`src/rtl/sat_sub_accum_pkg.sv`:
```
// Shared types and clamp-limit helpers for the saturating subtract accumulator.
package sat_sub_accum_pkg;

    // Operation sequencing: wait for start, consume subtrahends, present result.
    typedef enum logic [1:0] {
        IDLE  = 2'd0,
        ACCUM = 2'd1,
        HOLD  = 2'd2
    } state_t;

    // Largest value representable in a w-bit two's-complement word.
    function automatic int sat_max(input int w);
        return (1 << (w - 1)) - 1;
    endfunction

    // Smallest value representable in a w-bit two's-complement word.
    function automatic int sat_min(input int w);
        return -(1 << (w - 1));
    endfunction

endpackage

```
`src/rtl/sat_subtractor.sv`:
```
// Combinational a - b, computed one bit wider than the operands and clamped
// back into the operand range; sat reports that clamping happened.
module sat_subtractor
    import sat_sub_accum_pkg::*;
#(
    parameter int width = 10
) (
    input  logic signed [width-1:0] a,
    input  logic signed [width-1:0] b,
    output logic signed [width-1:0] d,
    output logic                    sat
);

    localparam logic signed [width:0] hi = (width + 1)'(sat_max(width));
    localparam logic signed [width:0] lo = (width + 1)'(sat_min(width));

    logic signed [width:0] diff;

    // Sign-extend, subtract at full precision, then clamp to the word range.
    always_comb begin
        diff = {a[width-1], a} - {b[width-1], b};
        d    = diff[width-1:0];
        sat  = 1'b0;
        if (diff > hi) begin
            d   = hi[width-1:0];
            sat = 1'b1;
        end else if (diff < lo) begin
            d   = lo[width-1:0];
            sat = 1'b1;
        end
    end

endmodule

```
`src/rtl/sat_sub_accum.sv`:
```
// Saturating subtract accumulator: loads a minuend on start, subtracts
// n_terms handshaken subtrahends with clamping, then holds the result
// until the consumer takes it.
module sat_sub_accum
    import sat_sub_accum_pkg::*;
#(
    parameter int width   = 10,
    parameter int n_terms = 4
) (
    input  logic                    clk,
    input  logic                    reset,
    input  logic                    start,
    input  logic signed [width-1:0] init,
    input  logic                    in_valid,
    input  logic signed [width-1:0] in_data,
    output logic                    in_ready,
    output logic                    out_valid,
    output logic signed [width-1:0] out_data,
    input  logic                    out_ready,
    output logic                    busy,
    output logic                    sat_flag
);

    localparam int cw = $clog2(n_terms + 1);
    localparam logic [cw-1:0] last = cw'(n_terms - 1);

    state_t                    state;
    logic signed [width-1:0]   acc;
    logic        [cw-1:0]      cnt;
    logic signed [width-1:0]   diff;
    logic                      diffSat;

    sat_subtractor #(
        .width(width)
    ) u_sub (
        .a  (acc),
        .b  (in_data),
        .d  (diff),
        .sat(diffSat)
    );

    // Sequencing FSM with all handshake/status outputs registered alongside the state.
    always_ff @(posedge clk) begin
        if (reset) begin
            state     <= IDLE;
            acc       <= '0;
            cnt       <= '0;
            sat_flag  <= 1'b0;
            in_ready  <= 1'b0;
            out_valid <= 1'b0;
            out_data  <= '0;
            busy      <= 1'b0;
        end else begin
            case (state)
                IDLE: begin
                    if (start) begin
                        acc      <= init;
                        cnt      <= '0;
                        sat_flag <= 1'b0;
                        in_ready <= 1'b1;
                        busy     <= 1'b1;
                        state    <= ACCUM;
                    end
                end
                ACCUM: begin
                    if (in_valid) begin
                        acc <= diff;
                        cnt <= cnt + cw'(1);
                        if (diffSat) begin
                            sat_flag <= 1'b1;
                        end
                        if (cnt == last) begin
                            in_ready  <= 1'b0;
                            out_valid <= 1'b1;
                            out_data  <= diff;
                            state     <= HOLD;
                        end
                    end
                end
                HOLD: begin
                    if (out_ready) begin
                        out_valid <= 1'b0;
                        out_data  <= '0;
                        busy      <= 1'b0;
                        state     <= IDLE;
                    end
                end
                default: begin
                    state <= IDLE;
                end
            endcase
        end
    end

endmodule

```
`config.mk`:
```
export PLATFORM = sky130hd
export DESIGN_NAME = sat_sub_accum
export DESIGN_NICKNAME = d
export VERILOG_FILES = /design/src/rtl/sat_sub_accum_pkg.sv /design/src/rtl/sat_subtractor.sv /design/src/rtl/sat_sub_accum.sv
export SDC_FILE = /design/constraint.sdc
export NUM_CORES = 1
export LEC_CHECK = 0
export CAP_MARGIN = 10
export CELL_PAD_IN_SITES_DETAIL_PLACEMENT = 0
export CELL_PAD_IN_SITES_GLOBAL_PLACEMENT = 1
export CORE_ASPECT_RATIO = 1.5
export CORE_MARGIN = 1
export CORE_UTILIZATION = 35
export DETAILED_ROUTE_END_ITERATION = 7
export GPL_TIMING_DRIVEN = 0
export PLACE_DENSITY = 0.81
export SKIP_CTS_REPAIR_TIMING = 1
export SLEW_MARGIN = 10
export SYNTH_ARGS = -nofsm -noshare
export SYNTH_HDL_FRONTEND = slang
export SYNTH_SLANG_ARGS = --single-unit
```
`constraint.sdc`:
```
create_clock -name clk -period 5.7 [get_ports clk]
set_input_delay 1.14 -clock clk [delete_from_list [all_inputs] [get_ports clk]]
set_output_delay 1.14 -clock clk [all_outputs]
set_load 0.01 [all_outputs]
```
Word level (Yosys, flattened, before mapping)
Cells that the tools add are included.
- flip-flop bits (word level): 29
- input bits: 25
- output and inout bits: 14
- word-level logic and storage cells: 62
- $add $sub $neg: 2
- $lt $le $gt $ge: 2
- equal/unequal tests: 8
- muxes and demuxes: 32
- reductions and logical operators: 10
- operators by type and width (cell ; count):
    two-way mux 10 bit ; 7
    one-hot mux 10 bit (2 select lines) ; 2
    AND reduction 4 bit ; 4
    greater-than comparator 11 x 10 -> 1 bit, second input constant ; 1
    < comparator 11 x 10 -> 1 bit, second input constant ; 1
    two-way mux 1 bit ; 11
    subtractor 10 x 10 -> 11 bit ; 1
    != test 2 bit, second input constant ; 5
    two-way mux 2 bit ; 4
    one-hot mux 1 bit (2 select lines) ; 4
    two-way mux 3 bit ; 2
    one-hot mux 2 bit (3 select lines) ; 1
    one-hot mux 3 bit (2 select lines) ; 1
    AND reduction 3 bit ; 2
    nonzero test 2 bit ; 3
    adder 3 x 1 -> 3 bit, second input constant ; 1
    == test 3 x 2 -> 1 bit, second input constant ; 1
    == test 2 x 1 -> 1 bit, second input constant ; 1
    == test 2 bit, second input constant ; 1
    zero test 2 bit ; 1

Longest topological paths before layout
- depth after elaboration: 7
- gate-level depth with buffers: 11

Modules after synthesis
From an unflattened synthesis, not the netlist that was laid out.
- cell total of the unflattened synthesis: 188
- area, all modules: 1744.2 µm²
- by module, submodules not included (module ; instances ; cells each ; area an instance (µm²) ; seq. area each (µm²)):
    sat_sub_accum ; 1 ; 115 ; 1196.1 ; 580.6
    sat_subtractor ; 1 ; 73 ; 548.0 ; 0.0

Least setup slack after synthesis
OpenSTA, ideal clock, no wires.
- path type: input port to flip-flop
- start: input in_data[0]
- end: register acc[6]
- setup time: 0.086 ns
- data arrival time: 2.982 ns
- data required time: 5.614 ns
- setup slack: 2.633 ns
- stages on the path: 9
- buffers on the path: 0
- cell sequence: ha_1 -> fa_1 -> nand2b_2 -> a21oi_2 -> a2111oi_4 -> nor2b_2 -> o22ai_1 -> maj3_1 -> a211oi_1
- word-level cells in the longest chain between the ends: 6
- elaborated cells between the ends (all ways): 7
- ends and longest elaborated chain (element ; line ; source):
    start: declaration ; sat_sub_accum.sv:15 ; input logic signed [width-1:0] in_data,
    subtractor 10 x 10 -> 11 bit * ; sat_subtractor.sv:21 ; diff = {a[width-1], a} - {b[width-1], b};
    < comparator 11 x 10 -> 1 bit ; sat_subtractor.sv:27 ; end else if (diff < lo) begin
    two-way mux 10 bit ; sat_subtractor.sv:27 ;
    two-way mux 10 bit * ; sat_subtractor.sv:24 ; if (diff > hi) begin
    two-way mux 10 bit * ; sat_sub_accum.sv:66 ; if (in_valid) begin
    one-hot mux 10 bit (2 select lines) * ; sat_sub_accum.sv:54 ; case (state)
    end signal: assignment ; sat_sub_accum.sv:57 ; acc <= init;
    end signal: assignment ; sat_sub_accum.sv:67 ; acc <= diff;
    end: declaration ; sat_sub_accum.sv:28 ; logic signed [width-1:0] acc;
Every way passes the cells marked *; elsewhere a longest branch is shown, timed or not. The select of a mux whose other input is x is not followed.
A chain may end at the register's enable or synchronous reset.

Worst setup path in the final report
Same ends and word-level chain as after synthesis.

==> key figures <==
Status
  • Status: finished, final reports clean

Timing
  • Final Hold Fails: 0
  • Fin crit period: 3410 ps
  • Max-slew headroom: 0.489
  • Setup TNS: 0 ps
  • RSZ-0062 raised after global routing: no
  • Count of final setup violators: 0
  • Worst Skew: 6.11 ps
  • FMAX: 293 MHz
  • Max-slew violations: 0
  • Crit share post-route: 0.598
  • Worst-Margin Slew: 766 ps
  • Final hold slack: 452 ps

Die
  • Die area: 5400 sq um
  • Initial core utilization: 0.366
  • Row cnt: 31
  • IO Count: 39
  • Std-Cell Core Area: 4890 sq um
  • Die width: 60.4 microns
  • Chip height: 89.5 microns

Yosys
  • Top FF cell, synth: dfxtp_1
  • Compound-Gate Fraction of Synth Area: 0.244
  • Mux contribution to synthesized area: 0
  • Syn Nets: 251
  • Mean Syn Cell Area: 8.39 sq um
  • Post-synthesis sequential area ratio: 0.325
  • Synth Area in Simple Gates: 0.181
  • Main combinational cell family by area after synthesis: compound AO/OA/AOI/OAI gates
  • XOR/XNOR Fraction of Synth Area: 0.0483
  • Asr flop ratio synth: 0
  • Post-Syn Area: 1790 sq um
  • Yosys cell types: 43
  • Synthesis-stage register bit count: 29
  • Ys Warns: 0
  • Post-Syn Instances: 213
  • Synth Area in Adders: 0.143
  • EDFF count, synth: 0

Global route
  • Total Routing Usage GR: 0.181
  • Initial antenna violation count: 0
  • Met1 usage: 0.220
  • Met2 usage: 0.305
  • Largest net degree at the start of global routing: 11
  • First-pass GRT wire length: 7.27 mm
  • Met3 Resource Use GR: 0.0260
  • GRT overflow: 0
  • Grt peak-use layer: met2
  • Via count of the first global-routing pass: 1,585

Place
  • Dpl hpwl: 3.43 mm
  • PortBufs: 37
  • GPL Wtd Cong: 0.807
  • Placed cell areas: 2240 sq um

Setup path
  • Worst Path Max Fanout: 3
  • Critical Path RT: 5890 ps
  • Crit path to: acc[6]
  • Crit. path cell count: 10
  • R2r endpoint: acc[6]
  • Setup slack, reg-to-reg: 3250 ps
  • CP max-delay cell: clkdlybuf4s50_1
  • Critical Path Source: in_data[0]
  • Setup crit start kind: input port
  • Crit end category: register
  • Top delay family on crit path: adder cells
  • Worst EP arrival: 3600 ps
  • Setup CP Type: in2reg
  • Buf/Inv on CP: 1
  • Launch point of the worst reg-to-reg path: acc[0]
  • R2r worst-path depth: 10
  • Worst path cell trace: clkdlybuf4s50_1 > ha_1 > fa_1 > nand2b_2 > a21oi_2 > a2111oi_4 > nor2b_2 > o22ai_1 > maj3_1 > a211oi_1
  • Slowest stage delay, CP: 420 ps

Hold path
  • Hold Path Class: reg2reg

Route
  • Drt via density: 4.93
  • Vias: 1,598
  • DR WL/cell: 13.2 microns
  • Drt total wl: 4.29 mm
  • Initial DRC count: 93
  • Post-route ant nets: 0
  • Residual DRC: 0
  • DRT Pass-1 Iters: 4

Final layout
  • Final core occ: 0.479
  • Layout cell share with drive strength beyond 1: 0.0969
  • Commonest non-fill, non-tap cells in the layout: clkdlybuf4s50_1, dfxtp_1, inv_1, nor2_1, a21oi_1
  • Finished Cell Area: 2340 sq um
  • Commonest non-fill, non-tap cell in the layout: clkdlybuf4s50_1
  • Layout area overhead: 31.0%
  • Inserted Diodes: 0
  • Fin nets: 295

Power and ir drop
  • PD cells: 262 nW/um^2
  • Leak Pwr: 0.909 nW
  • VDD IR max: 136 uV

CTS
  • CTS tree: built
  • Clock Sinks: 29
  • Worst-Skew Late Latency: 280 ps
  • Worst-path clk slew: 60 ps
  • Clock Path Buffers: 2
  • Max H-tree Level: 2
  • Root buf cell: clkbuf_8
  • Total CTS buffers: 5

Run
  • Max-cap violations: 0
cells in the mapped netlist, types with 3 or more instances:
library cell,instances,area (sq um)
maj3_1,3,30.0
o31ai_1,6,45.0
a21oi_1,18,90.1
nor2b_1,3,18.8
ha_1,12,150
o21a_1,6,45.0
nor2_1,18,67.6
nand3_1,5,25.0
a31oi_1,3,18.8
nor3_1,14,70.1
nand2_1,17,63.8
a211oi_1,3,22.5
xnor2_1,6,52.6
o21ai_0,5,25.0
dfxtp_1,29,581
maj3_2,5,56.3
inv_1,18,67.6
clkbuf_1,7,26.3
a22o_1,5,43.8
per-stage QoR:
step	std cells	power (mW)	setup slack, ps
finish	324	0.614	2290
global route	324	0.655	2170
CTS	324	0.619	2270
detailed placement	316	0.434	1980
global placement	316	0.433	1980
floorplan	213	0.377	2630
state kept, by name, indices dropped and copies added, names as in the netlist:
name and cells:
cnt 3, busy 1, out_data 10, out_valid 1, acc 10, state 2
sat_flag 1, in_ready 1
worst min-delay path: cells and delay by family, from the launching register on:
family / cells / cell delay [ps]
and+or+nand+nor: 1 / 50
AOI/OAI and AO/OA: 1 / 50
DFF: 1 / 320
power breakdown:
| group | switching, mW | internal [mW] |
|---|---|---|
| sequential | 0.00730 | 0.214 |
| clock | 0.0769 | 0.109 |
| combinational | 0.110 | 0.0970 |
| total | 0.194 | 0.420 |
layer usage:
metal	up-vias	share of wire
met5	-	0
met4	0	0.025
met3	7	0.026
met2	26	0.50
met1	722	0.45
li1	843	-
cell families (layout without fill, tap and decap cells):
| group | after synthesis | after routing |
|---|---|---|
| adder cells (fa/ha/maj) | 21 | 21 |
| AND/OR/NAND/NOR | 68 | 68 |
| buffers and inverters | 26 | 71 |
| XOR/XNOR | 9 | 9 |
| flip-flops | 29 | 29 |
| AO/OA/AOI/OAI | 60 | 60 |
cell type report:
type | instances | area [sq um]
Clock inverter | 1 | 5.00
Sequential cell | 29 | 581
Clock buffer | 7 | 96.3
Fill cell | 503 | 2540
Multi-Input combinational cell | 158 | 1100
Timing Repair Buffer | 37 | 370
Buffer | 8 | 37.5
Inverter | 18 | 67.6
Tap cell | 66 | 82.6
worst min-delay path by stage:
stage | cells after the start | endpoint | slack, ps | startpoint
floorplan | 2 | cnt[2] | 430 | cnt[2]
global placement | 2 | out_data[0] | 440 | out_data[0]
detailed placement | 2 | out_data[0] | 440 | out_data[0]
CTS | 2 | out_data[0] | 460 | out_data[0]
global route | 2 | out_data[6] | 500 | out_data[6]
finish | 2 | out_data[0] | 450 | out_data[0]
(Power assumes the default switching activity.)
